$ cat src/rtl/uart_pkg.sv
// Shared UART definitions: FSM state codes, default bit timing and 8N1 frame constants.
package uart_pkg;

  localparam int CLOCKS_PER_BIT = 40;
  localparam int DATA_BITS      = 8;
  localparam logic STOP_LEVEL   = 1'b1;

  localparam logic [2:0] IDLE    = 3'd0;
  localparam logic [2:0] START   = 3'd1;
  localparam logic [2:0] DATA    = 3'd2;
  localparam logic [2:0] STOP    = 3'd3;
  localparam logic [2:0] RECOVER = 3'd4;

  function automatic logic majority3(input logic a, input logic b, input logic c);
    return (a & b) | (a & c) | (b & c);
  endfunction

endpackage

$ cat src/rtl/uart_rx_deserializer_if.sv
// Receiver-side bundle: serial line in, byte strobe / framing error / busy out.
interface uart_rx_if;
  import uart_pkg::*;

  logic                 rx_pin;
  logic [DATA_BITS-1:0] out_byte;
  logic                 out_byte_ready;
  logic                 out_framing_error;
  logic                 out_busy;

  modport master (
    input  rx_pin,
    output out_byte, out_byte_ready, out_framing_error, out_busy
  );

  modport slave (
    output rx_pin,
    input  out_byte, out_byte_ready, out_framing_error, out_busy
  );

endinterface

$ cat src/rtl/uart_rx_deserializer_bit_sync.sv
// Metastability chain for the asynchronous RX line; resets to the idle (high) level
// so a reset can never look like a start bit.
module uart_bit_sync #(
  parameter int SYNC_STAGES = 2
) (
  input  logic clock,
  input  logic reset,
  input  logic din,
  output logic dout
);

  logic [SYNC_STAGES-1:0] chain;

  always_ff @(posedge clock or posedge reset) begin
    if (reset) chain <= '1;
    else       chain <= {chain[SYNC_STAGES-2:0], din};
  end

  assign dout = chain[SYNC_STAGES-1];

endmodule

$ cat src/rtl/uart_rx_deserializer.sv
// 8N1 oversampling UART receiver with one-cycle byte and framing-error strobes.
// Define UART_RX_MAJORITY_EN to vote each decision over the last three samples.
module uart_rx_deserializer #(
  parameter int CLOCKS_PER_BIT = uart_pkg::CLOCKS_PER_BIT,
  parameter int SYNC_STAGES    = 2
) (
  input  logic     clock,
  input  logic     reset,
  uart_rx_if.master bus
);
  import uart_pkg::*;

  localparam int CW = $clog2(CLOCKS_PER_BIT);
  localparam logic [CW-1:0] LAST      = CW'(CLOCKS_PER_BIT - 1);
  localparam logic [CW-1:0] HALF_LAST = CW'(CLOCKS_PER_BIT / 2 - 1);
  localparam logic [2:0]    LAST_BIT  = 3'(DATA_BITS - 1);

  logic                 rx_s;
  logic                 bit_val;
  logic [2:0]           state;
  logic [CW-1:0]        cnt;
  logic [2:0]           bit_idx;
  logic [DATA_BITS-1:0] shreg;
  logic [DATA_BITS-1:0] data_reg;
  logic                 ready_reg;
  logic                 ferr_reg;

  uart_bit_sync #(.SYNC_STAGES(SYNC_STAGES)) u_sync (
    .clock (clock),
    .reset (reset),
    .din   (bus.rx_pin),
    .dout  (rx_s)
  );

`ifdef UART_RX_MAJORITY_EN
  // History shifts every cycle, so at a decision count it holds the two prior samples.
  logic [1:0] hist;

  always_ff @(posedge clock or posedge reset) begin
    if (reset) hist <= 2'b11;
    else       hist <= {hist[0], rx_s};
  end

  assign bit_val = majority3(hist[1], hist[0], rx_s);
`else
  assign bit_val = rx_s;
`endif

  // The IDLE detection cycle counts as the first half-bit cycle, hence START begins at cnt=1.
  always_ff @(posedge clock or posedge reset) begin
    if (reset) begin
      state     <= IDLE;
      cnt       <= '0;
      bit_idx   <= '0;
      shreg     <= '0;
      data_reg  <= '0;
      ready_reg <= 1'b0;
      ferr_reg  <= 1'b0;
    end else begin
      ready_reg <= 1'b0;
      ferr_reg  <= 1'b0;
      case (state)
        IDLE: begin
          if (!rx_s) begin
            state <= START;
            cnt   <= CW'(1);
          end
        end
        START: begin
          if (cnt == HALF_LAST) begin
            cnt <= '0;
            if (!bit_val) begin
              state   <= DATA;
              bit_idx <= '0;
            end else begin
              state <= IDLE;
            end
          end else begin
            cnt <= cnt + CW'(1);
          end
        end
        DATA: begin
          if (cnt == LAST) begin
            cnt   <= '0;
            shreg <= {bit_val, shreg[DATA_BITS-1:1]};
            if (bit_idx == LAST_BIT) state <= STOP;
            else                     bit_idx <= bit_idx + 3'd1;
          end else begin
            cnt <= cnt + CW'(1);
          end
        end
        STOP: begin
          if (cnt == LAST) begin
            cnt <= '0;
            if (bit_val == STOP_LEVEL) begin
              data_reg  <= shreg;
              ready_reg <= 1'b1;
              state     <= IDLE;
            end else begin
              ferr_reg <= 1'b1;
              state    <= RECOVER;
            end
          end else begin
            cnt <= cnt + CW'(1);
          end
        end
        RECOVER: begin
          if (rx_s) state <= IDLE;
        end
        default: state <= IDLE;
      endcase
    end
  end

  assign bus.out_byte          = data_reg;
  assign bus.out_byte_ready    = ready_reg;
  assign bus.out_framing_error = ferr_reg;
  assign bus.out_busy          = (state != IDLE);

endmodule
$ cat src/flat_wrapper.sv
// flat-port wrapper written by rule: the top's interface ports become plain ports
module uart_rx_deserializer_flat import uart_pkg::*;
#(
  parameter int CLOCKS_PER_BIT = uart_pkg::CLOCKS_PER_BIT,
  parameter int SYNC_STAGES    = 2
)
  (clock, reset, bus_rx_pin, bus_out_byte, bus_out_byte_ready, bus_out_framing_error, bus_out_busy);
  uart_rx_if bus_i ();
  input  logic clock;
  input  logic reset;
  input wire logic [$bits(bus_i.rx_pin)-1:0] bus_rx_pin;
  output wire logic [$bits(bus_i.out_byte)-1:0] bus_out_byte;
  output wire logic [$bits(bus_i.out_byte_ready)-1:0] bus_out_byte_ready;
  output wire logic [$bits(bus_i.out_framing_error)-1:0] bus_out_framing_error;
  output wire logic [$bits(bus_i.out_busy)-1:0] bus_out_busy;
  assign bus_i.rx_pin = bus_rx_pin;
  assign bus_out_byte = bus_i.out_byte;
  assign bus_out_byte_ready = bus_i.out_byte_ready;
  assign bus_out_framing_error = bus_i.out_framing_error;
  assign bus_out_busy = bus_i.out_busy;
  uart_rx_deserializer #(.CLOCKS_PER_BIT(CLOCKS_PER_BIT), .SYNC_STAGES(SYNC_STAGES)) u_core (.clock(clock), .reset(reset), .bus(bus_i));
endmodule
$ cat config.mk
export PLATFORM = sky130hd
export DESIGN_NAME = uart_rx_deserializer_flat
export DESIGN_NICKNAME = d
export VERILOG_FILES = /design/src/rtl/uart_pkg.sv /design/src/rtl/uart_rx_deserializer_if.sv /design/src/rtl/uart_rx_deserializer_bit_sync.sv /design/src/rtl/uart_rx_deserializer.sv /design/src/flat_wrapper.sv
export SDC_FILE = /design/constraint.sdc
export NUM_CORES = 1
export LEC_CHECK = 0
export ABC_AREA = 1
export CAP_MARGIN = 20
export CORE_AREA = 2 2 43 74
export CTS_CLUSTER_SIZE = 28
export DETAILED_ROUTE_END_ITERATION = 10
export DIE_AREA = 0 0 45 76
export PLACE_DENSITY = 0.72
export SYNTH_ARGS = -nofsm -noshare
export SYNTH_HDL_FRONTEND = slang
export SYNTH_SLANG_ARGS = --single-unit
export TNS_END_PERCENT = 50
$ cat constraint.sdc
create_clock -name clock -period 1.9 [get_ports clock]
set_clock_uncertainty 0.05 [all_clocks]
set_input_delay 0.475 -clock clock [delete_from_list [all_inputs] [get_ports clock]]
set_output_delay 0.475 -clock clock [all_outputs]
set_load 0.005 [all_outputs]
==> impl_results.md <==
- Most common cell after layout, fill and taps aside: nand2_1
- R2R depth: 7
- First-pass GRT wire length: 5340 um
- Status: completed
- DRT antenna net count: 0
- Min Tclk post-route: 1.75 ns
- CP max FO: 7
- Sequential cell area: 806 um^2
- Pre-Repair DR Iteration Count: 4
- Total power: 0.00202 W
- IO Pins: 14
- DRC viols: 0
- Final hold slack: 0.313 ns
- Synth Area in XOR/XNOR: 0.0115
- Die area: 3420 um^2
- Synth top area cells: dfrtp_1 (49%), nand2_1 (12%), inv_1 (6.9%), nand3_1 (5.3%), nor2_1 (4.2%)
- Distinct cells, synth: 23
- Main combinational cell family by area after synthesis: simple AND/OR/NAND/NOR gates
- Final nets: 213
- Root Buffer: clkbuf_8
- Mux share of post-synthesis cell area: 0
- Placed cell area: 1700 um^2
- Sw frac: 0.379
- Final Setup Violations: 0
- P_int: 0.00125 W
- Endpoint type of the worst setup path: register
- Syn Inst Count: 184
- CTS HTree Levels: 2
- Avg WL per Cell: 12.6 um
- Worst-skew pair later-pin latency: 0.29 ns
- Setup WS post-layout: 0.152 ns
- # hold bufs at CTS: 0
- Hold Vio Cnt, Final: 0
- Fraction of layout cells with a size suffix above 1: 0.121
- HP Start: u_core.u_sync.chain[0]
- Psw: 0.000766 W
- Final Cell Area: 1810 um^2
- Row count: 26
- Total track usage: 0.216
- Core ar.: 2860 um^2
- Chip width: 45 um
- Vias in the first global route: 1277
- Clock transition at the registers of the reported paths: 0.06 ns
- RSZ-0062 raised after global routing: false
- Critical path data required time: 2.02 ns
- Worst R2R Start: u_core.state[2]
- Number of fill cells in the layout: 244
- Max-cap check violation count: 0
- Synthesized area per cell: 8.26 um^2
- Number of diodes: 0
- Mapped cell area: 1520 um^2
- Compound-Gate Fraction of Synth Area: 0.0724
- Area of the multi-input gates: 599 um^2
- Post-Synth Adder-Cell Area: 0.0247
- Yosys reg bits: 32
- Worst Hold Class: reg2reg
- Final estimated routing congestion in global placement: 0.861
- Startpoint Class: register
- Deepest clock path buffer count: 2
- Fmax achieved: 572 MHz
- Register area share after synthesis: 0.528
- Synth top area share: 0.494
- Buffers on Ports: 13
- Area growth syn-to-layout: 19.0%
- Sequential Power Share: 0.415
- Slew Limit Fails: 0
- Post-synthesis simple-gate area fraction: 0.281
- WHS Endpoint: u_core.u_sync.chain[1]
- Ys Warns: 0
- Final worst-path cycle share: 0.920
- Routed wire length: 2970 um
- Starting density of the core: 0.531
- Power per cell area: 1120 nW/um^2
- Crit path arrival time: 1.87 ns
- Max VDD drop: 0.742 mV
- Terminus of the critical flop-to-flop path: u_core.state[1]
- Logic pwr share: 0.344
- Via count: 1239
- CTS tree: done
- Commonest non-fill, non-tap cells in the layout: nand2_1 (49), inv_1 (28), dfrtp_1 (28)
- Initial antenna violation count: 0
- Largest area contributor in the netlist: dfrtp_1
- Slew headroom: 0.678
- Total gr overflow: 0
- CTS Buf Count: 5
- Syn nets: 190
- HPWL Detailed: 2200 um
- Lkg Pwr: 0.914 nW
- Clk pwr share: 0.242
- Least-Margin Pin Slew: 0.483 ns
- DR iter-0 viols: 30
- Hold Path Depth: 0
- Die Ht: 76 um
- Drt via density: 5.27
- Flop2flop setup slack: 0.15 ns
- Final TNS setup: 0 ns
- Setup slack at placement: 0.197 ns
- Pin count of the biggest net entering global routing: 22
- Crit Path Class: reg2reg
- CTS Sinks: 32
[area by class of cell]
class / instances / share of cell area
tap: 28 / 0.0194
multi-input combinational: 121 / 0.331
timing repair buffer: 18 / 0.101
sequential: 32 / 0.445
clock buffer: 6 / 0.0401
inverter: 29 / 0.0602
clock inverter: 1 / 0.00277
[what timing repair did]
action	in CTS	in global routing
setup buffers	1	1
endpoints found under the hold margin	0	0
pin swaps	0	1
setup endpoints to repair	1	4
gates resized for setup	2	3
[flip-flops by register name, indices dropped and copies added (netlist names)]
| name | cells |
|---|---|
| u_core.bus.out_byte | 8 |
| u_core.shreg | 8 |
| u_core.cnt | 6 |
| u_core.bit_idx | 3 |
| u_core.state | 3 |
| u_core.u_sync.chain | 2 |
| u_core.bus.out_byte_ready | 1 |
| u_core.bus.out_framing_error | 1 |
[Yosys cell counts]
master,number
nor3_4,1
nor3_1,1
ha_1,3
inv_1,28
buf_6,1
nand2_2,3
o211ai_1,1
nor2_2,2
nand4_1,4
o21ai_1,8
inv_2,1
xor2_1,2
o21bai_1,1
nor3_2,1
nand3_1,16
a21oi_1,5
dfrtp_1,30
nor2_1,17
dfstp_2,2
o21ai_0,6
nor2_4,1
nand2_1,49
buf_2,1
[metal layers]
metal	vias to the layer above	wire length, um	track usage
met5	-	0	0
met4	0	116	0.144
met3	11	135	0.0687
met2	40	1630	0.361
met1	560	1090	0.210
li1	628	-	-
[cell families after synthesis]
family | after synthesis
fa+ha+maj | 3
compound gates | 21
simple gates | 95
buf+inv | 31
xor+xnor | 2
flops | 32
[how the worst max path moves through the flow]
stage | slack (ns) | cells after the start | to | start
after global routing | 0.005 | 7 | u_core.state[2] | u_core.state[2]
after detailed placement | 0.20 | 7 | u_core.shreg[3] | u_core.cnt[0]
after CTS | 0.004 | 3 | bus_out_busy | u_core.state[0]
after global placement | 0.26 | 3 | bus_out_busy | u_core.state[2]
final | 0.15 | 7 | u_core.state[1] | u_core.state[2]
after floorplan | 0.39 | 7 | u_core.bus.out_byte[0] | u_core.cnt[0]
[worst max-delay path: stages, from the launching register on]
cell	delay [ns]
dfrtp_2	0.40
buf_4	0.16
nor3_2	0.33
nand2_1	0.25
nand2_1	0.23
nor2_1	0.10
nand2_1	0.07
nand2_1	0.05
[stage by stage]
step / util / std cells
floorplan: - / 184
global placement: 0.595 / 226
detailed placement: 0.595 / 226
CTS: 0.626 / 234
global route: 0.632 / 235
finish: 0.632 / 235
[power groups by stage]
stage	Sequential [W]	Clock [W]	Combinational, W
global route	0.000848	0.000535	0.000803
CTS	0.000843	0.000501	0.000666
detailed placement	0.000856	0	0.000645
floorplan	0.000837	0	0.000482
finish	0.000838	0.000488	0.000695
global placement	0.000848	0	0.000629
No activity file was read; power rests on OpenSTA's default activity.
==> patch, RTL diff (config.mk and constraints unchanged) <==
Change the package constant `CLOCKS_PER_BIT` from 40 to 60.
--- a/src/rtl/uart_pkg.sv
+++ b/src/rtl/uart_pkg.sv
@@ -3,3 +3,3 @@
 
-  localparam int CLOCKS_PER_BIT = 40;
+  localparam int CLOCKS_PER_BIT = 60;
   localparam int DATA_BITS      = 8;
Behaviour: no difference found for any inputs over 10 cycles, from zero or initial values and one cycle with reset high; that may be too few to reach the edited logic, so the function may still have changed.
==> patch against the original RTL <==
Worst setup slack got worse by 110 ps. Non-clock buffer count did not move. Sequential cell count did not move. Cell area rose by 6.2%. Power rose by 12%. Largest cell class unchanged. Sequential power barely moved. Wire length rose by 14%. Critical endpoint is now bus_out_busy. Area after synthesis rose by 5.6%. First-iteration DRC count fell by 23%.
==> patch: results (changes against the original RTL) <==
| Metric | Value |
|---|---|
| Run status | completed |
| First-pass GRT wire length | 5699 um (+6.7%) |
| Area share of fa/ha/maj cells after synthesis | 0.03118 (+0.006486) |
| Path depth of the worst reg2reg path | 9 (+2) |
| Clk_lat worst skew | 290 ps (about the same) |
| Routed Wire Length | 3371 um (+14%) |
| Hold depth | 0 (unchanged) |
| Synth unique cells | 21 (-8.7%) |
| DP Wirelength | 2491 um (+13%) |
| Post-Syn Instances | 190 (+3.3%) |
| Drt pass-1 iters | 4 (unchanged) |
| # diodes | 0 (unchanged) |
| Area contributors post-synth | dfrtp_1 47%, nand2_1 12%, nand3_1 5.9% |
| Layout cells sized above 1 | 0.1916 (+0.07082) |
| Initial antenna violation count | 0 (unchanged) |
| Vias in the first global route | 1,356 (+6.2%) |
| Final net count | 220 (+3.3%) |
| Filler cells | 246 (+0.82%) |
| Root buf cell | clkbuf_8 |
| Synth area leader | dfrtp_1 |
| Mux contribution to synthesized area | 0 (unchanged) |
| Post-Synth XOR/XNOR Area | 0.005456 (-0.006067) |
| Clock tree buffer depth | 2 (unchanged) |
| I/O Buffers | 13 (unchanged) |
| Compound-Gate Fraction of Synth Area | 0.08106 (+0.008632) |
| Register area share after synthesis | 0.5004 (-0.02801) |
| H-Tree Depth | 2 (unchanged) |
| Post-synth top cells | 51 x nand2_1, 30 x dfrtp_1, 25 x inv_1 |
| Reg clk slew, reported paths | 70 ps |
| Syn nets | 197 (+3.7%) |
| Max Fanout on Critical Path | 3 (-4) |
| Highest routed layer | met4 |
| Total GRT Usage | 0.2293 (+0.01355) |
| Async S/R FF share, synth | 1.000 (unchanged) |
| Largest net degree at the start of global routing | 33 (+50%) |
| DP Cell Count | 231 (+2.2%) |
| Slew @ Worst Pin | 410.8 ps (-72.29 ps) |
| Ys Warns | 0 (unchanged) |
| Met1 wire length | 1164 um (+7.1%) |
| Tightest Hold Check Type | flip-flop to flip-flop |
| Number of DRC markers in iteration 0 | 23 (-23%) |
| DR vias | 1,297 (+4.7%) |
| Leakage | 0.0009945 uW (+8.8%) |
| Metal3 WL | 112 um (-17%) |
| Gpl congestion | 0.8544 (-0.72%) |
| WL met2 | 1986 um (+22%) |
| Number of CTS-inserted buffers | 5 (unchanged) |
| Worst IR drop on VDD | 0.7284 mV (-1.8%) |
| WL/cell | 13.93 um (+10%) |
[patch: changes by cell type after synthesis, moves of 4 or more]
cell and change:
o21ai_1 -8, o21ai_0 +6, o21ai_2 +6, nor2_1 -5, nand2_2 +4
[patch: repair_timing]
action                                  4_1_cts  5_1_grt
resized for setup                             3        1
cloned                                        0        0
setup buffers                                 0        3
endpoints found under the setup margin        1        1
endpoints found under the hold margin         0        0
pin swaps                                     0        1
[patch: final timing paths]
| path | to | slack [ps] | startpoint |
|---|---|---|---|
| setup / recovery | bus_out_busy | 50 | u_core.state[0] |
| hold / removal | u_core.u_sync.chain[1] | 320 | u_core.u_sync.chain[0] |
| setup reg to reg | u_core.bus.out_byte[0] | 240 | u_core.cnt[0] |
| hold reg to reg | u_core.u_sync.chain[1] | 320 | u_core.u_sync.chain[0] |
| max in group asynchronous | u_core.u_sync.chain[1] | 940 | reset |
| min in group asynchronous | u_core.shreg[3] | 530 | reset |
[patch: area by class of cell]
type,instances,share of cell area
multi-input combinational,128,0.3548
sequential,32,0.4193
clock inverter,1,0.01563
tap,28,0.01823
inverter,28,0.05469
timing repair buffer,18,0.08724
clock buffer,7,0.05013
[patch: critical path, stage by stage (launching register included)]
cell	delay, ps
dfrtp_2	440
nor2_4	120
nand2_1	60
clkdlybuf4s50_1	430
[patch: cell families after synthesis]
logic type	after synthesis
simple gates	102
flops	32
buf+inv	30
compound gates	21
fa+ha+maj	4
xor+xnor	1
[patch: power breakdown]
| part | internal [uW] | total [uW] | switching (uW) |
|---|---|---|---|
| sequential | 751 | 836 | 84.6 |
| combinational | 269 | 713 | 444 |
| clock | 462 | 705 | 242 |
[patch: metal layers]
metal  up-vias  track usage
li1        638            -
met4         0       0.1382
met2        34       0.4043
met1       616       0.2258
met5         -            0
met3         9      0.04739
[patch: metrics by stage]
step	hold slack, ps	util	area (um^2)	power (uW)	setup WS [ps]
2_1_floorplan	295.2	-	1605	1312	470.0
3_5_place_dp	303.8	0.6158	1763	1491	229.3
6_report	321.9	0.6713	1922	2253	45.05
5_1_grt	321.2	0.6713	1922	2386	9.107
3_3_place_gp	295.5	0.6158	1763	1474	281.4
4_1_cts	318.4	0.6617	1894	2218	0.7265
